--- config.mk ---
export PLATFORM = sky130hd
export DESIGN_NAME = scan_blink_mux
export DESIGN_NICKNAME = d
export VERILOG_FILES = /design/src/rtl/clk_disp_pkg.sv /design/src/rtl/scan_prescaler.sv /design/src/rtl/scan_blink_mux.sv
export SDC_FILE = /design/constraint.sdc
export NUM_CORES = 1
export LEC_CHECK = 0
export CAP_MARGIN = 20
export CORE_MARGIN = 4
export CORE_UTILIZATION = 56
export DETAILED_ROUTE_END_ITERATION = 10
export PLACE_DENSITY = 0.84
export SETUP_SLACK_MARGIN = 0.2
export SYNTH_ARGS = -nofsm -noshare
export SYNTH_HDL_FRONTEND = slang
export SYNTH_SLANG_ARGS = --single-unit
--- constraint.sdc ---
create_clock -name clk -period 3.8 [get_ports clk]
set_clock_uncertainty 0.1 [all_clocks]
set_input_delay 0.76 -clock clk [delete_from_list [all_inputs] [get_ports clk]]
set_output_delay 0.76 -clock clk [all_outputs]
set_load 0.01 [all_outputs]
--- src/rtl/clk_disp_pkg.sv ---
// Shared definitions for the multiplexed display blocks: default blank code
// and the index-width helper used to size counters and the cursor.
package clk_disp_pkg;

    localparam logic [3:0] BLANK_CODE_DEFAULT = 4'hA;

    // Width needed to hold an index 0..n-1; never narrower than one bit.
    function automatic int idx_width(input int n);
        return (n <= 1) ? 1 : $clog2(n);
    endfunction

endpackage

--- src/rtl/scan_prescaler.sv ---
// Free-running divider: tick is high for one cycle out of every DIV cycles,
// in the cycle where the counter sits at DIV-1.
module scan_prescaler
    import clk_disp_pkg::*;
#(
    parameter int DIV = 1000
) (
    input  logic clk,
    input  logic reset,
    output logic tick
);

    localparam int DW = idx_width(DIV);

    if (DIV < 1) begin : g_bad_div
        $error("scan_prescaler: DIV must be >= 1");
    end

    logic [DW-1:0] div_q;
    logic [DW-1:0] div_d;

    // Next divider value: wrap to zero on the tick cycle, otherwise count up.
    always_comb begin
        tick  = (div_q == DW'(DIV - 1));
        div_d = tick ? '0 : div_q + DW'(1);
    end

    // Divider register with synchronous active-low reset.
    always_ff @(posedge clk) begin
        if (!reset) begin
            div_q <= '0;
        end else begin
            div_q <= div_d;
        end
    end

endmodule

--- src/rtl/scan_blink_mux.sv ---
// Multiplexed digit scanner with a frame-synchronous shadow copy of the
// digit codes and an edit cursor whose digit blinks while editing is enabled.
module scan_blink_mux
    import clk_disp_pkg::*;
#(
    parameter int                 NUM_DIGITS  = 8,
    parameter int                 DIGIT_W     = 4,
    parameter logic [DIGIT_W-1:0] BLANK_CODE  = DIGIT_W'(BLANK_CODE_DEFAULT),
    parameter int                 SCAN_DIV    = 1000,
    parameter int                 BLINK_TICKS = 100,
    parameter int                 BLINK_ON    = 50
) (
    input  logic                                clk,
    input  logic                                reset,
    input  logic [NUM_DIGITS*DIGIT_W-1:0]       digits,
    input  logic                                edit_en,
    input  logic                                cur_left,
    input  logic                                cur_right,
    output logic [DIGIT_W-1:0]                  sc,
    output logic [NUM_DIGITS-1:0]               an,
    output logic [idx_width(NUM_DIGITS)-1:0]    cursor,
    output logic                                frame
);

    localparam int CW = idx_width(NUM_DIGITS);
    localparam int BW = idx_width(BLINK_TICKS);

    if (NUM_DIGITS < 2) begin : g_bad_digits
        $error("scan_blink_mux: NUM_DIGITS must be >= 2");
    end
    if (SCAN_DIV < 1) begin : g_bad_div
        $error("scan_blink_mux: SCAN_DIV must be >= 1");
    end
    if ((BLINK_ON <= 0) || (BLINK_ON > BLINK_TICKS)) begin : g_bad_blink
        $error("scan_blink_mux: need 0 < BLINK_ON <= BLINK_TICKS");
    end

    logic tick;

    scan_prescaler #(
        .DIV   (SCAN_DIV)
    ) u_prescaler (
        .clk   (clk),
        .reset (reset),
        .tick  (tick)
    );

    logic [CW-1:0]                 idx_q, idx_d;
    logic [CW-1:0]                 cursor_q, cursor_d;
    logic [BW-1:0]                 blink_q, blink_d;
    logic [NUM_DIGITS*DIGIT_W-1:0] shadow_q, shadow_d;
    logic [NUM_DIGITS-1:0]         an_q, an_d;
    logic [DIGIT_W-1:0]            sc_q, sc_d;
    logic                          frame_q, frame_d;

    logic boundary;
    logic move_left;
    logic move_right;
    logic blanked;

    // Next-state logic: scan position, cursor, blink phase, shadow capture and
    // the registered display outputs derived from the current scan slot.
    always_comb begin
        boundary   = tick && (idx_q == CW'(NUM_DIGITS - 1));
        move_left  = edit_en && cur_left && !cur_right;
        move_right = edit_en && cur_right && !cur_left;

        idx_d = idx_q;
        if (tick) begin
            idx_d = (idx_q == CW'(NUM_DIGITS - 1)) ? '0 : idx_q + CW'(1);
        end

        cursor_d = cursor_q;
        if (move_left) begin
            cursor_d = (cursor_q == CW'(NUM_DIGITS - 1)) ? '0 : cursor_q + CW'(1);
        end else if (move_right) begin
            cursor_d = (cursor_q == '0) ? CW'(NUM_DIGITS - 1) : cursor_q - CW'(1);
        end

        // A cursor move restarts the visible phase, even on a frame boundary.
        blink_d = blink_q;
        if (move_left || move_right) begin
            blink_d = '0;
        end else if (boundary) begin
            blink_d = (32'(blink_q) == BLINK_TICKS - 1) ? '0 : blink_q + BW'(1);
        end

        shadow_d = boundary ? digits : shadow_q;
        frame_d  = boundary;

        blanked = edit_en && (idx_q == cursor_q) && (32'(blink_q) >= BLINK_ON);
        an_d    = NUM_DIGITS'(1) << idx_q;
        sc_d    = blanked ? BLANK_CODE : shadow_q[idx_q*DIGIT_W +: DIGIT_W];
    end

    // State and output registers; reset forces a blanked, disabled display.
    always_ff @(posedge clk) begin
        if (!reset) begin
            idx_q    <= '0;
            cursor_q <= '0;
            blink_q  <= '0;
            shadow_q <= '0;
            an_q     <= '0;
            sc_q     <= BLANK_CODE;
            frame_q  <= 1'b0;
        end else begin
            idx_q    <= idx_d;
            cursor_q <= cursor_d;
            blink_q  <= blink_d;
            shadow_q <= shadow_d;
            an_q     <= an_d;
            sc_q     <= sc_d;
            frame_q  <= frame_d;
        end
    end

    assign sc     = sc_q;
    assign an     = an_q;
    assign cursor = cursor_q;
    assign frame  = frame_q;

endmodule
==> results of run 1 <==
==> where the power goes <==
part | switching (uW) | total, uW | internal (uW)
sequential | 12.6 | 734 | 722
combinational | 51.7 | 120 | 68.7
clock | 257 | 509 | 253
==> layer usage <==
layer,vias to the layer above,track usage [%]
met5,-,0
met4,0,6.701
met3,7,6.208
met2,54,31.55
met1,1028,25.64
li1,1077,-
==> cells in the final DEF, fill, tap and decap left out, types with 2 or more instances in the layout <==
cell	n
xnor2_1	10
o21a_1	2
o32ai_1	2
dfxtp_1	68
o21ai_0	3
clkinvlp_4	2
a22o_1	32
nand3_1	8
a21oi_1	8
clkdlybuf4s50_1	52
or3_1	2
nor3_1	2
o22ai_1	2
nand2_1	11
ha_1	12
and3_1	5
mux2i_1	6
nand2b_1	3
nand4_1	5
clkinv_2	2
buf_4	4
inv_1	12
nor2_1	21
clkbuf_1	2
mux4_2	8
xor2_1	3
nor2b_1	2
and2_1	5
clkbuf_8	10
==> registers in the layout, indices dropped and copies added, names as in the netlist <==
| register | count |
|---|---|
| an | 8 |
| blink_q | 7 |
| cursor | 3 |
| frame | 1 |
| idx_q | 3 |
| sc | 4 |
| shadow_q | 32 |
| u_prescaler.div_q | 10 |
==> cells in the mapped netlist (3+ instances only) <==
cell type | count | area [um^2]
buf_12 | 3 | 60.06
xnor2_1 | 10 | 87.58
o21ai_0 | 3 | 15.01
nand4_1 | 5 | 31.28
a22o_1 | 32 | 280.3
clkbuf_1 | 6 | 22.52
mux4_2 | 8 | 180.2
and2_1 | 5 | 31.28
and3_1 | 5 | 31.28
dfxtp_1 | 68 | 1361
nand3_1 | 8 | 40.04
nor2_1 | 22 | 82.58
inv_1 | 12 | 45.04
ha_1 | 12 | 150.1
xor2_1 | 3 | 26.28
mux2i_1 | 6 | 60.06
nand2_1 | 11 | 41.29
nand2b_1 | 3 | 18.77
buf_2 | 4 | 20.02
a21oi_1 | 8 | 40.04
==> final timing paths <==
check             slack, ns                   end  cells past startpoint
setup reg to reg       1.67          shadow_q[27]                      8
setup / recovery       1.33            blink_q[6]                      5
hold reg to reg        0.37  u_prescaler.div_q[0]                      1
hold / removal         0.37  u_prescaler.div_q[0]                      1
==> cells by family (layout without fill, tap and decap cells) <==
| family | Yosys count | in the layout | synth area share, % |
|---|---|---|---|
| AO/OA/AOI/OAI | 59 | 59 | 15.95 |
| XOR/XNOR | 13 | 13 | 3.955 |
| adder cells (fa/ha/maj) | 12 | 12 | 5.215 |
| buffers and inverters | 27 | 85 | 5.650 |
| flip-flops | 68 | 68 | 47.28 |
| multiplexers | 14 | 14 | 8.344 |
| AND/OR/NAND/NOR | 73 | 73 | 13.60 |
==> cell type report <==
type                       count  area (um^2)  share of cell area (%)
inverter                      13        48.80                   1.366
timing repair buffer          56        550.5                   15.41
clock inverter                 4        25.02                  0.7005
tap                           67        83.83                   2.347
sequential                    68         1361                   38.11
clock buffer                  12        145.1                   4.063
multi-input combinational    171         1358                   38.00
==> critical path, delay by kind of cell <==
kind | cells | cell delay, ns
buffers and inverters | 2 | 1.00
and+or+nand+nor | 1 | 0.13
AOI/OAI and AO/OA | 2 | 0.71
==> per-stage QoR <==
stage / total power, uW / setup slack [ns] / std cells / hold slack [ns] / instance area, um^2
3_3_place_gp: 863.6 / 1.146 / 375 / 0.3433 / 3402
4_1_cts: 1372 / 1.357 / 391 / 0.3748 / 3572
5_1_grt: 1419 / 1.173 / 391 / 0.3829 / 3572
6_report: 1364 / 1.328 / 391 / 0.3673 / 3572
2_1_floorplan: 801.5 / 1.841 / 266 / 0.3299 / 2879
3_5_place_dp: 870.2 / 1.000 / 375 / 0.3595 / 3402
==> metrics list, run 1 <==
* Effective utilization at floorplan: 59.38%
- Measured along the y axis, the die boundary spans 79.70 um.
- Total grt overflow: 0
- The number of max-slew violations in the final report came to 0.
* # H-tree levels: 3
* Nets@finish: 368
- CTS placed an instance of clkbuf_8 at the clock tree root.
- The final critical path takes up 65.04% of the cycle.
- After detailed routing, the total wire length is 5804 um.
* Count of antenna-violating nets left after detailed routing: 0
- After detailed routing, the number of vias per cell comes to 5.540.
- Avg Synthesized Cell Area: 10.82 um^2
- Synth Net Count: 315
- Met1 Routed Length: 2698 um
- Post-CTS repair changed the size of 0 cells.
* Category of the worst setup path capture point: register
- The clock net in this run drives a total of 68 sinks.
- In the synthesized netlist the async set-or-reset flop fraction comes to 0%.
- Vias in the first global route: 2140
- In the final timing run, aggregate negative setup slack is 0 ns.
* Number of detailed-route iterations in the first pass: 4
- Count of flip-flops with a built-in enable after synthesis: 0
* Setup Crit Path Kind: in2reg
* Worst skew pair latency: 0.33 ns
- DR WL met2: 2716 um
- Hold buffer count at cts: 0
* Hold wc startpoint: u_prescaler.div_q[0]
- Data required time at the worst endpoint: 3.93 ns
- In the global route stage, overall resource usage came out at 19.89%.
* Bufs on Longest Clock Path: 2
* Critical Path Source Type: input pin
- Input and output buffers added on the ports amount to 52.
- CTS clk-pin slew, worst paths: 0.06 ns
- Worst slew pin tran: 0.5691 ns
* Library cell contributing the largest single delay on the critical path: clkdlybuf4s50_1
- Die area: 6352 um^2
- In this run the power density over the cells is 381.9 nW/um^2.
- Final Core Density: 73.68%
- Post-synthesis to final-layout area growth: 24.08%
* Global-route wire length before repair: 9763 um
- The die is 79.70 um wide.
* Worst setup path startpoint: reset
* Synthesized cell area: 2879 um^2
- The number of antenna diodes in the final layout is 0.
* DR WL met3: 315 um
- In the routed design, unresolved DRC markers number 0.
- In this run the critical register-to-register path is launched from idx_q[0].
- Across the run, the number of max-cap violations was 0.
* Worst EP arrival: 2.60 ns
- After filler insertion, the fill cell instance count of the layout stands at 361.
- The first routing iteration left 170 violations.
- Portion of the post-synthesis area used by sequential elements: 47.28%
- In this design, the stage delay of the slowest critical-path cell is 0.68 ns.
- Traced cell by cell, the critical path runs through clkdlybuf4s50_1, clkinv_1, a21oi_1, nand2_1, o32ai_1.
- The number of antenna violations at the first check in global routing was 0.
* Leakage dissipation: 0.001318 uW
- During synthesis, Yosys emitted a total of 0 warnings.
* Fraction of layout cells with a size suffix above 1: 10.19%
- Number of vias after detailed routing: 2166
- Entering global routing, the biggest net connects 34 pins.
* DP Wirelength: 4162 um
- HP Class: reg2reg
* Number of library cell types mapped by synthesis: 46
- Of all nets on the critical path, the largest fanout is 11.
- Among all flip-flop cells after synthesis, the most frequent one is dfxtp_1.
- The number of clock buffers added by TritonCTS is 9.
* Number of synthesized register bits: 68
* Global placer's final weighted congestion: 0.8443
* Clock tree from TritonCTS: built
* Fmax: 404.6 MHz
- Final min period: 2.472 ns
- Mapped Cells: 266
* Remaining max-slew budget at the tightest pin: 61.75%
* Count of final hold-check violations: 0
- The number of setup buffers added after CTS is 0.
- Ports: 53
* Number of failing setup endpoints in the final timing report: 0
* RSZ-0062 raised after global routing: no
- Row generation in the floorplan step produced 25 rows.
* Status: finished clean
* Placeable core region: 4848 um^2
* Highest metal layer with signal wires: met4
- Average detailed-routed wire length per instance: 14.84 um
- Across the VDD grid, the largest voltage drop is 0.0003073 V.
Power figures use the tool's default switching activity.
==> run 2: changes to the inputs <==
CORE_UTILIZATION = 52   (was 56)
PLACE_DENSITY = 0.78   (was 0.84)
clock period = 2.4 ns   (was 3.8 ns; I/O delays follow)
==> run 2 against run 1 <==
  * Sequential share of layout area decreased by 1.5 points
  * Worst setup slack got worse by 0.88 ns
  * Critical path depth decreased by 4
  * Total power grew 85%
  * Sequential power increased by 58%
  * Count of clock-buffer cells in the layout decreased by 1
  * Routed wire length up 0.84%
  * Cell area up 4.1%
  * Register-to-register slack worse by 1.2 ns
  * Core utilization shrank 2.7 points
  * Cell count is 1.8% higher
  * Critical path type is now reg2out
  * Largest cell class unchanged
  * Highest routed layer unchanged
==> metrics list, run 2 (synthesis results as in run 1) <==
- The flow ran to the end, and the final reports show no timing, DRC or antenna violations.
- The library cells used most frequently in the layout, excluding fill and tap cells, are 68 x dfxtp_1, 52 x clkdlybuf4s50_1, 32 x a22o_1.
- Final Cycle Share: 81.37%
- The total setup violations reported at the end of the flow came to 0 (unchanged).
- The total number of H-tree levels is 3 (unchanged).
- Worst setup path startpoint: cursor[1]
- The delay contributed by the slowest stage of the critical path came to 0.58 ns (-0.10 ns).
- The max-capacitance violation count is 0 (unchanged).
- Fraction of layout cells with a size suffix above 1: 11.89% (+1.7 points)
- The worst setup path is launched from a register.
* Post-synthesis to final-layout area growth: 29.20%
- Ranked by flip-flop count, first place goes to shadow_q.
* Number of antenna violations at the first check in global routing: 0 (unchanged)
- Global-route wire length before repair: 9867 um (+1.1%)
- The maximum vdd drop is 0.0004860 V (+58%).
* Worst EP arrival: 1.37 ns (-1.23 ns)
- Post-CTS Resized: 0 (unchanged)
- The all-layer global routing usage is 19.56% (-0.34 points).
- The number of buffers inserted by post-CTS setup repair came to 0 (unchanged).
* Leakage dissipation: 0.001393 uW (+5.7%)
- Number of buffers added on ports: 52 (unchanged)
- The number of antenna repair diodes came to 0 (unchanged).
* Data required time at the worst endpoint: 1.82 ns (-2.11 ns)
* Fmax: 512.0 MHz
- Cell depth of the worst hold path: 1 (unchanged)
- DP Wirelength: 4141 um (-0.50%)
- The detail-routed net length per standard cell came to 14.71 um (-0.93%).
* Number of detailed-route iterations in the first pass: 4 (unchanged)
- Die X-Extent: 82.41 um (+3.4%)
- Number of vias after detailed routing: 2158 (-0.37%)
- The number of max-slew violations in the final report was 0 (unchanged).
- The tree is rooted in a clkbuf_8.
- The worst-path maximum fanout came to 6 (-5).
- Number of rows created at floorplan: 26 (+4.0%)
- The DRC violation count after routing was 0 (unchanged).
- The final design utilization is 71.02% (-2.7 points).
- The die area is 6791 um^2 (+6.9%).
- Cells traversed along the worst timing path: clkdlybuf4s50_1
* Cell class contributing the biggest share of worst-path delay: buffers and inverters
- The min-delay analysis places its worst path in the category reg2reg.
- The starting utilization of the core area is 54.97% (-4.4 points).
* Count of antenna-violating nets left after detailed routing: 0 (unchanged)
- The total power per unit cell area came to 678.7 nW/um^2 (+78%).
- RSZ-0062 raised after global routing: no
- The library cell used most frequently in the layout, excluding fill and tap cells, is dfxtp_1.
* Flip-flop count of the largest register after layout: 32 (unchanged)
* Remaining max-slew budget at the tightest pin: 68.06% (+6.3 points)
- The setup TNS after final layout was 0 ns (unchanged).
- Slack of the worst reg-to-reg path: 0.50 ns (-1.17 ns)
- The core area came to 5238 um^2 (+8.0%).
- The number of buffers created by CTS came to 9 (unchanged).
- The number of DRC markers in iteration 0 came to 151 (-11%).
- The number of buffers inserted by hold repair at cts came to 0 (unchanged).
- Hold wc startpoint: shadow_q[11]
- The number of buffer and inverter stages on the critical path is 1 (-1).
- Y dimension of the die: 82.41 um (+3.4%)
* Bufs on Longest Clock Path: 2 (unchanged)
- The worst reg-to-reg path cell count came to 6 (-2).
- Clock tree from TritonCTS: built
- Final min period: 1.953 ns
- Count of final hold-check violations: 0 (unchanged)
- Library cell contributing the largest single delay on the critical path: clkdlybuf4s50_1
* Total grt overflow: 0 (unchanged)
* Nets@finish: 372 (+1.1%)
* End of the worst hold path: shadow_q[11]
- The actual slew at the worst max-slew pin came to 0.4752 ns (-0.09386 ns).
- The via count of the first global-routing pass came to 2131 (-0.42%).
* Avg Vias per Cell: 5.422 (-2.1%)
* Setup Crit Path Kind: reg2out
- The clock transition at the registers of the reported paths came to 0.07 ns (about the same).
- STA classifies the critical path endpoint as a primary output.
- The pin count of the biggest net entering global routing is 34 (unchanged).
- The endpoint identified for the worst register-to-register timing path is shadow_q[8].
- The last weighted congestion value of the routability-driven placer was 0.8015 (-5.1%).
* TritonCTS sink count: 68 (unchanged)
* Startpoint of the worst-slack reg-to-reg timing path: u_prescaler.div_q[0]
- Total Routed Length: 5853 um (+0.84%)
* Ports: 53 (unchanged)
- The clock latency of the later-clocked register in the worst-skew pair was 0.33 ns (about the same).
==> run 2: cell count changes in the layout (fill, tap and decap cells not counted) <==
cell / delta
clkinvlp_4: -2
bufinv_16: +3
clkinv_2: -2
clkinv_4: +2
buf_4: +2
clkbuf_1: -2
clkbuf_8: +1
buf_12: +2
==> run 2: routing by layer <==
metal / up-vias / GRT usage [%] / wire length (um)
met5: - / 0 / 0
met4: 0 / 9.468 / 110
met3: 11 / 6.074 / 370
met2: 67 / 30.45 / 2694
met1: 994 / 24.54 / 2677
li1: 1086 / - / -
==> run 2: final cells by class <==
cell class              instances  area (um^2)
clock buffers                  11        151.4
clock inverters                 5        107.6
fillers                       395         1518
inverters                      13        48.80
multi-input cells             171         1358
flip-flops and latches         68         1361
well taps                      70        87.58
repair buffers                 60        605.6
==> run 2: metrics by stage <==
step	power (uW)	std cells	worst slack [ns]	area (um^2)	hold WS [ns]
floorplan	1269	266	0.6503	2879	0.3299
global placement	1375	382	0.3468	3461	0.3455
detailed placement	1379	382	0.3149	3461	0.3575
CTS	2541	398	0.4443	3720	0.3793
global route	2614	398	0.3591	3720	0.3933
finish	2525	398	0.4470	3720	0.3784
==> run 2: power breakdown <==
group	leakage, uW	internal (uW)	total (uW)	switching, uW
Sequential	0.000550	1140	1160	19.8
Combinational	0.000714	114	194	80.2
Clock	0.000130	750	1170	418
==> run 2: worst max-delay path by stage <==
| stage | slack (ns) | cells after the start | endpoint |
|---|---|---|---|
| floorplan | 0.65 | 7 | shadow_q[0] |
| global placement | 0.35 | 5 | blink_q[3] |
| detailed placement | 0.31 | 5 | blink_q[3] |
| CTS | 0.44 | 1 | cursor[1] |
| global route | 0.36 | 6 | shadow_q[25] |
| finish | 0.45 | 1 | cursor[1] |
==> patch 1 (flow settings as in run 1) <==
The parameter `BLINK_TICKS` goes from 100 to 200.
--- a/src/rtl/scan_blink_mux.sv
+++ b/src/rtl/scan_blink_mux.sv
@@ -7,7 +7,7 @@
     parameter int                 DIGIT_W     = 4,
     parameter logic [DIGIT_W-1:0] BLANK_CODE  = DIGIT_W'(BLANK_CODE_DEFAULT),
     parameter int                 SCAN_DIV    = 1000,
-    parameter int                 BLINK_TICKS = 100,
+    parameter int                 BLINK_TICKS = 200,
     parameter int                 BLINK_ON    = 50
 ) (
     input  logic                                clk,
Check against the original RTL: same outputs for any inputs over 10 cycles, from zero or initial values and one cycle with reset low; that may be too few to reach the edited logic, so the function may still have changed.
==> patch 1 against run 1 <==
  * Power increased by 7.1%
  * Routed wire length is 12% higher
  * Non-clock buffer count fell by 1
  * Setup slack worse by 180 ps
  * Largest power group unchanged
  * Critical endpoint is now blink_q[2]
  * Sequential share of layout area is 1.7 points lower
  * Global-route usage grew 2.1 points
  * Synthesized area increased by 5.9%
  * Design area grew 6.2%
  * Via count up 15%
  * Sequential cell count is 1 higher
==> patch 1: results (changes against run 1) <==
| Metric | Value |
|---|---|
| Run status | `completed` |
| Ys async rst share | `0% (unchanged)` |
| Largest net degree at the start of global routing | `37 (+8.8%)` |
| TritonCTS Buffers | `9 (unchanged)` |
| Post-synth top cells | `74 x nand2_1, 69 x dfxtp_1, 38 x a21oi_1, 21 x nor2_1, 12 x ha_1` |
| DP HPWL | `4.554 mm (+9.4%)` |
| CP max stage delay | `740 ps (+60 ps)` |
| Mapped Nets | `381 (+21%)` |
| Startpoint type of the worst setup path | `register` |
| HP Start | `shadow_q[14]` |
| Slew Limit Fails | `0 (unchanged)` |
| Post-cts resize count | `0 (unchanged)` |
| Buffers on Ports | `52 (unchanged)` |
| Delay-heaviest family, CP | `simple AND/OR/NAND/NOR gates` |
| Hold crit path type | `reg2reg` |
| Synth cell types | `44 (-4.3%)` |
| Antenna Cells | `0 (unchanged)` |
| Reg2reg start | `idx_q[1]` |
| Global-route wire length before repair | `11.29 mm (+16%)` |
| Clock Pin Slew Worst Setup and Hold Paths | `70 ps` |
| Root Buffer | `clkbuf_8` |
| Post-CTS Setup Repair Bufs | `0 (unchanged)` |
| Number of global-route vias before repair | `2,519 (+18%)` |
| Peak VDD IR | `352.0 uV (+15%)` |
| Iter 0 DRT Violations | `116 (-32%)` |
| Via/cell ratio | `5.431 (-2.0%)` |
| Met3 Usage GRT | `4.276% (-1.9 points)` |
| Crit-path max FO | `35 (+24)` |
| DP Worst Slack | `1137 ps (+136.5 ps)` |
| Worst skew pair latency | `approximately 340 ps` |
| CTS Buffer Depth | `2 (unchanged)` |
| Worst path arrival time | `2830 ps (+230 ps)` |
| TritonRoute pass-1 iters | `4 (unchanged)` |
| H-Tree Depth | `3 (unchanged)` |
| Net count reported at finish | `431 (+17%)` |
| Routed len/inst | `14.28 um (-3.8%)` |
| Ys flop type | `dfxtp_1` |
| Slowest-stage cell, CP | `dfxtp_1` |
| Filler Cell Count | `400 (+11%)` |
| Met2 GRT Util | `38.45% (+6.9 points)` |
| Fraction of layout cells with a size suffix above 1 | `9.302% (-0.88 points)` |
| Sequential fraction of the synthesis area | `45.30% (-2.0 points)` |
| Rel. slew slack | `56.20% (-5.5 points)` |
| Synth top area cells | `dfxtp_1 45%, nand2_1 9.1%, a21oi_1 6.2%, mux4_2 5.9%, ha_1 4.9%` |
| Largest regs | `shadow_q x32, u_prescaler.div_q x10` |
| Tot GR Track Use | `22.00% (+2.1 points)` |
| Leak Pwr | `0.001353 uW (+2.6%)` |
| Placer Congestion | `0.8088 (-4.2%)` |
| Number of antenna violations at the first check in global routing | `0 (unchanged)` |
| Grt met1 use | `26.30% (+0.66 points)` |
| Synth warn | `0 (unchanged)` |
## patch 1: cells by family (layout without fill, tap and decap cells)
| logic type | count (synthesis) | after routing | synth area share, % |
|---|---|---|---|
| mux | 13 | 13 | 7.550 |
| flops | 69 | 69 | 45.30 |
| compound gates | 58 | 58 | 11.57 |
| simple gates | 138 | 138 | 22.20 |
| buf+inv | 27 | 82 | 4.144 |
| xor+xnor | 15 | 15 | 4.308 |
| fa+ha+maj | 12 | 12 | 4.924 |
## patch 1: final cells by class
type	count	area [um^2]	share of cell area, %
Tap cell	70	87.58	2.308
Clock inverter	6	62.56	1.649
Inverter	11	41.29	1.088
Multi-Input combinational cell	236	1541	40.62
Clock buffer	10	137.6	3.627
Sequential cell	69	1381	36.40
Timing Repair Buffer	55	543.0	14.31
## patch 1: worst paths after layout
check	to	slack [ps]	cells past startpoint
setup / recovery	blink_q[2]	1150	5
hold / removal	shadow_q[14]	360	2
hold reg to reg	shadow_q[14]	360	2
setup reg to reg	blink_q[2]	1150	5
## patch 1: routing by layer
| layer | up-vias | share of wire [%] |
|---|---|---|
| li1 | 1247 | - |
| met1 | 1172 | 45 |
| met2 | 54 | 49 |
| met3 | 9 | 4.6 |
| met4 | 0 | 1.1 |
| met5 | - | 0 |
## patch 1: report_power, final
part | switching (uW) | internal (uW) | total (uW)
Clock | 276 | 318 | 594
Sequential | 12.5 | 732 | 744
Combinational | 49.6 | 73.0 | 123
Total | 338 | 1120 | 1460
## patch 1: through the flow
step	cell area, um^2	cells
after detailed placement	3595	441
after global placement	3595	441
after floorplan	3049	332
after CTS	3795	457
after global routing	3795	457
final	3795	457
## patch 1: worst reg2reg max path, stage by stage (launching register included)
cell and delay (ps):
dfxtp_1 740, ha_1 310, ha_1 310, nand4_4 440
or4_1 620, nand2_1 70
==> patch 2 (settings of run 1) <==
Without the edit above. The output `an` loses its register stage (`an_q` becomes a continuous assignment).
--- a/src/rtl/scan_blink_mux.sv
+++ b/src/rtl/scan_blink_mux.sv
@@ -100,7 +100,6 @@
             cursor_q <= '0;
             blink_q  <= '0;
             shadow_q <= '0;
-            an_q     <= '0;
             sc_q     <= BLANK_CODE;
             frame_q  <= 1'b0;
         end else begin
@@ -108,11 +107,12 @@
             cursor_q <= cursor_d;
             blink_q  <= blink_d;
             shadow_q <= shadow_d;
-            an_q     <= an_d;
             sc_q     <= sc_d;
             frame_q  <= frame_d;
         end
     end
+
+    assign an_q = an_d;
 
     assign sc     = sc_q;
     assign an     = an_q;
Check against the original RTL: not equivalent (a bounded check fails within 4 cycles, from zero or initial values and one cycle with reset low).
==> patch 2 against run 1 <==
  * Design area is essentially flat
  * Routed wire length grew 5.0%
  * Critical path type is now reg2out
  * Via count grew 11%
  * Critical path depth shrank 2
  * Setup slack lost 620 ps
  * Count of clock-buffer cells in the layout grew 1
  * Synthesized area shrank 1.0%
  * Global-route usage grew 0.31 points
  * Power shrank 3.8%
  * Die area shrank 0.94%
  * Sequential cell count shrank 8
  * Combinational power shrank 28%
==> patch 2: results (changes against run 1) <==
| Metric | Value |
|---|---|
| Post-route ant nets | `0 (unchanged)` |
| Filler Cell Count | `371 (+2.8%)` |
| Synth warn | `0 (unchanged)` |
| Fmax | `323.0 MHz (-20%)` |
| TritonRoute pass-1 iters | `4 (unchanged)` |
| Tot GR Track Use | `20.20% (+0.31 points)` |
| Iter 0 DRT Violations | `139 (-18%)` |
| HP Start | `shadow_q[13]` |
| Hold_ws | `348.7 ps (-18.54 ps)` |
| Cts hold-fix bufs | `0 (unchanged)` |
| Leak Pwr | `0.001204 uW (-8.7%)` |
| Reg2reg start | `idx_q[1]` |
| Fraction of layout cells with a size suffix above 1 | `8.377% (-1.8 points)` |
| DP HPWL | `4.206 mm (+1.1%)` |
| TritonCTS Buffers | `9 (unchanged)` |
| Power share of the sequential group | `48.9% (-4.9 points)` |
| Root Buffer | `clkbuf_8` |
| Buffers on Ports | `52 (unchanged)` |
| Synth cell types | `49 (+6.5%)` |
| Worst-Margin Slew | `611.1 ps (+42.08 ps)` |
| Routed len/inst | `13.57 um (-8.6%)` |
| Number of global-route vias before repair | `2,238 (+4.6%)` |
| Hold Path End | `shadow_q[13]` |
| Via/cell ratio | `5.354 (-3.3%)` |
| Crit-path max FO | `13 (+2)` |
| Clock Pin Slew Worst Setup and Hold Paths | `approximately 70 ps` |
| R2R Setup Slk | `1300 ps (-370 ps)` |
| Synth top area cells | `dfxtp_1 42%, nand2_1 11%, a21oi_1 7.0%, mux4_2 6.3%, ha_1 5.7%` |
| Peak VDD IR | `320.2 uV (+4.2%)` |
| Post-cts resize count | `0 (unchanged)` |
| Post-synth top cells | `86 x nand2_1, 60 x dfxtp_1, 40 x a21oi_1, 16 x nor2_1, 13 x ha_1` |
| H-Tree Depth | `3 (unchanged)` |
| Mapped Nets | `378 (+20%)` |
| Logic pwr share | `6.6% (-2.2 points)` |
| Largest net degree at the start of global routing | `39 (+15%)` |
| Run status | `completed` |
| Reg2reg end | `blink_q[4]` |
| Slew Limit Fails | `0 (unchanged)` |
| Number of antenna violations at the first check in global routing | `0 (unchanged)` |
| Hold path depth | `2 (+1)` |
| Net count reported at finish | `427 (+16%)` |
| Placer Congestion | `0.8061 (-4.5%)` |
| Largest regs | `shadow_q x32, u_prescaler.div_q x10, blink_q x7` |
| Global-route wire length before repair | `9.894 mm (+1.3%)` |
| Ys flop type | `dfxtp_1` |
| Worst path arrival time | `2240 ps (-360 ps)` |
| CTS Buffer Depth | `2 (unchanged)` |
| Sequential fraction of the synthesis area | `42.16% (-5.1 points)` |
| Worst R2R Path Depth | `5 (-3)` |
| Sw frac | `21.78% (-1.8 points)` |
| Hold crit path type | `reg2reg` |
| Worst skew pair latency | `roughly 340 ps` |
| Dpl cell area | `3371 um^2 (-0.92%)` |
| DP Worst Slack | `1096 ps (+95.72 ps)` |
| Ys async rst share | `0% (unchanged)` |
patch 2: cell types whose count changed after synthesis, sizes merged, moves of 5 or more:
cell,delta
nand2,+75
a21oi,+32
a22o,-32
dfxtp,-8
nor2,-6
mux2i,-5
patch 2: per-stage QoR:
stage	util, %	power (uW)	instances
after floorplan	-	689.5	328
after global placement	69.97	740.4	433
after detailed placement	69.97	742.0	433
after CTS	74.21	1317	449
after global routing	74.21	1356	449
final	74.21	1312	449
patch 2: cells by family (layout without fill, tap and decap cells):
| group | count (synthesis) | count (layout) | share of synthesized area, % |
|---|---|---|---|
| AO/OA/AOI/OAI | 61 | 61 | 12.34 |
| buffers and inverters | 28 | 82 | 5.006 |
| adder cells (fa/ha/maj) | 13 | 13 | 5.709 |
| XOR/XNOR | 13 | 13 | 3.997 |
| multiplexers | 9 | 9 | 6.675 |
| AND/OR/NAND/NOR | 144 | 144 | 24.11 |
| flip-flops | 60 | 60 | 42.16 |
patch 2: worst max-delay path, cell delays in order, from the launching register on:
cell and delay, ps:
dfxtp_1 710, ha_1 300, ha_1 300, clkdlybuf4s50_1 590
patch 2: cell type report:
cell class              count  area share [%]
clock buffers              13           4.445
clock inverters             3           1.260
inverters                  12           1.260
multi-input cells         240           42.11
flip-flops and latches     60           33.60
well taps                  67           2.345
repair buffers             54           14.98
patch 2: routing by layer:
layer  track usage (%)  up-vias  share of wire, %
met5                 0        -                 0
met4             9.278        0               2.1
met3             5.215       13               4.1
met2             32.74       52                48
met1             25.12     1124                46
li1                  -     1215                 -
patch 2: worst max-delay path by stage:
stage | startpoint | endpoint | cells past startpoint
CTS | idx_q[1] | an[7] | 3
floorplan | idx_q[0] | an[4] | 4
detailed placement | idx_q[1] | an[7] | 3
global route | idx_q[1] | an[7] | 3
finish | idx_q[1] | an[7] | 3
global placement | idx_q[1] | an[7] | 3
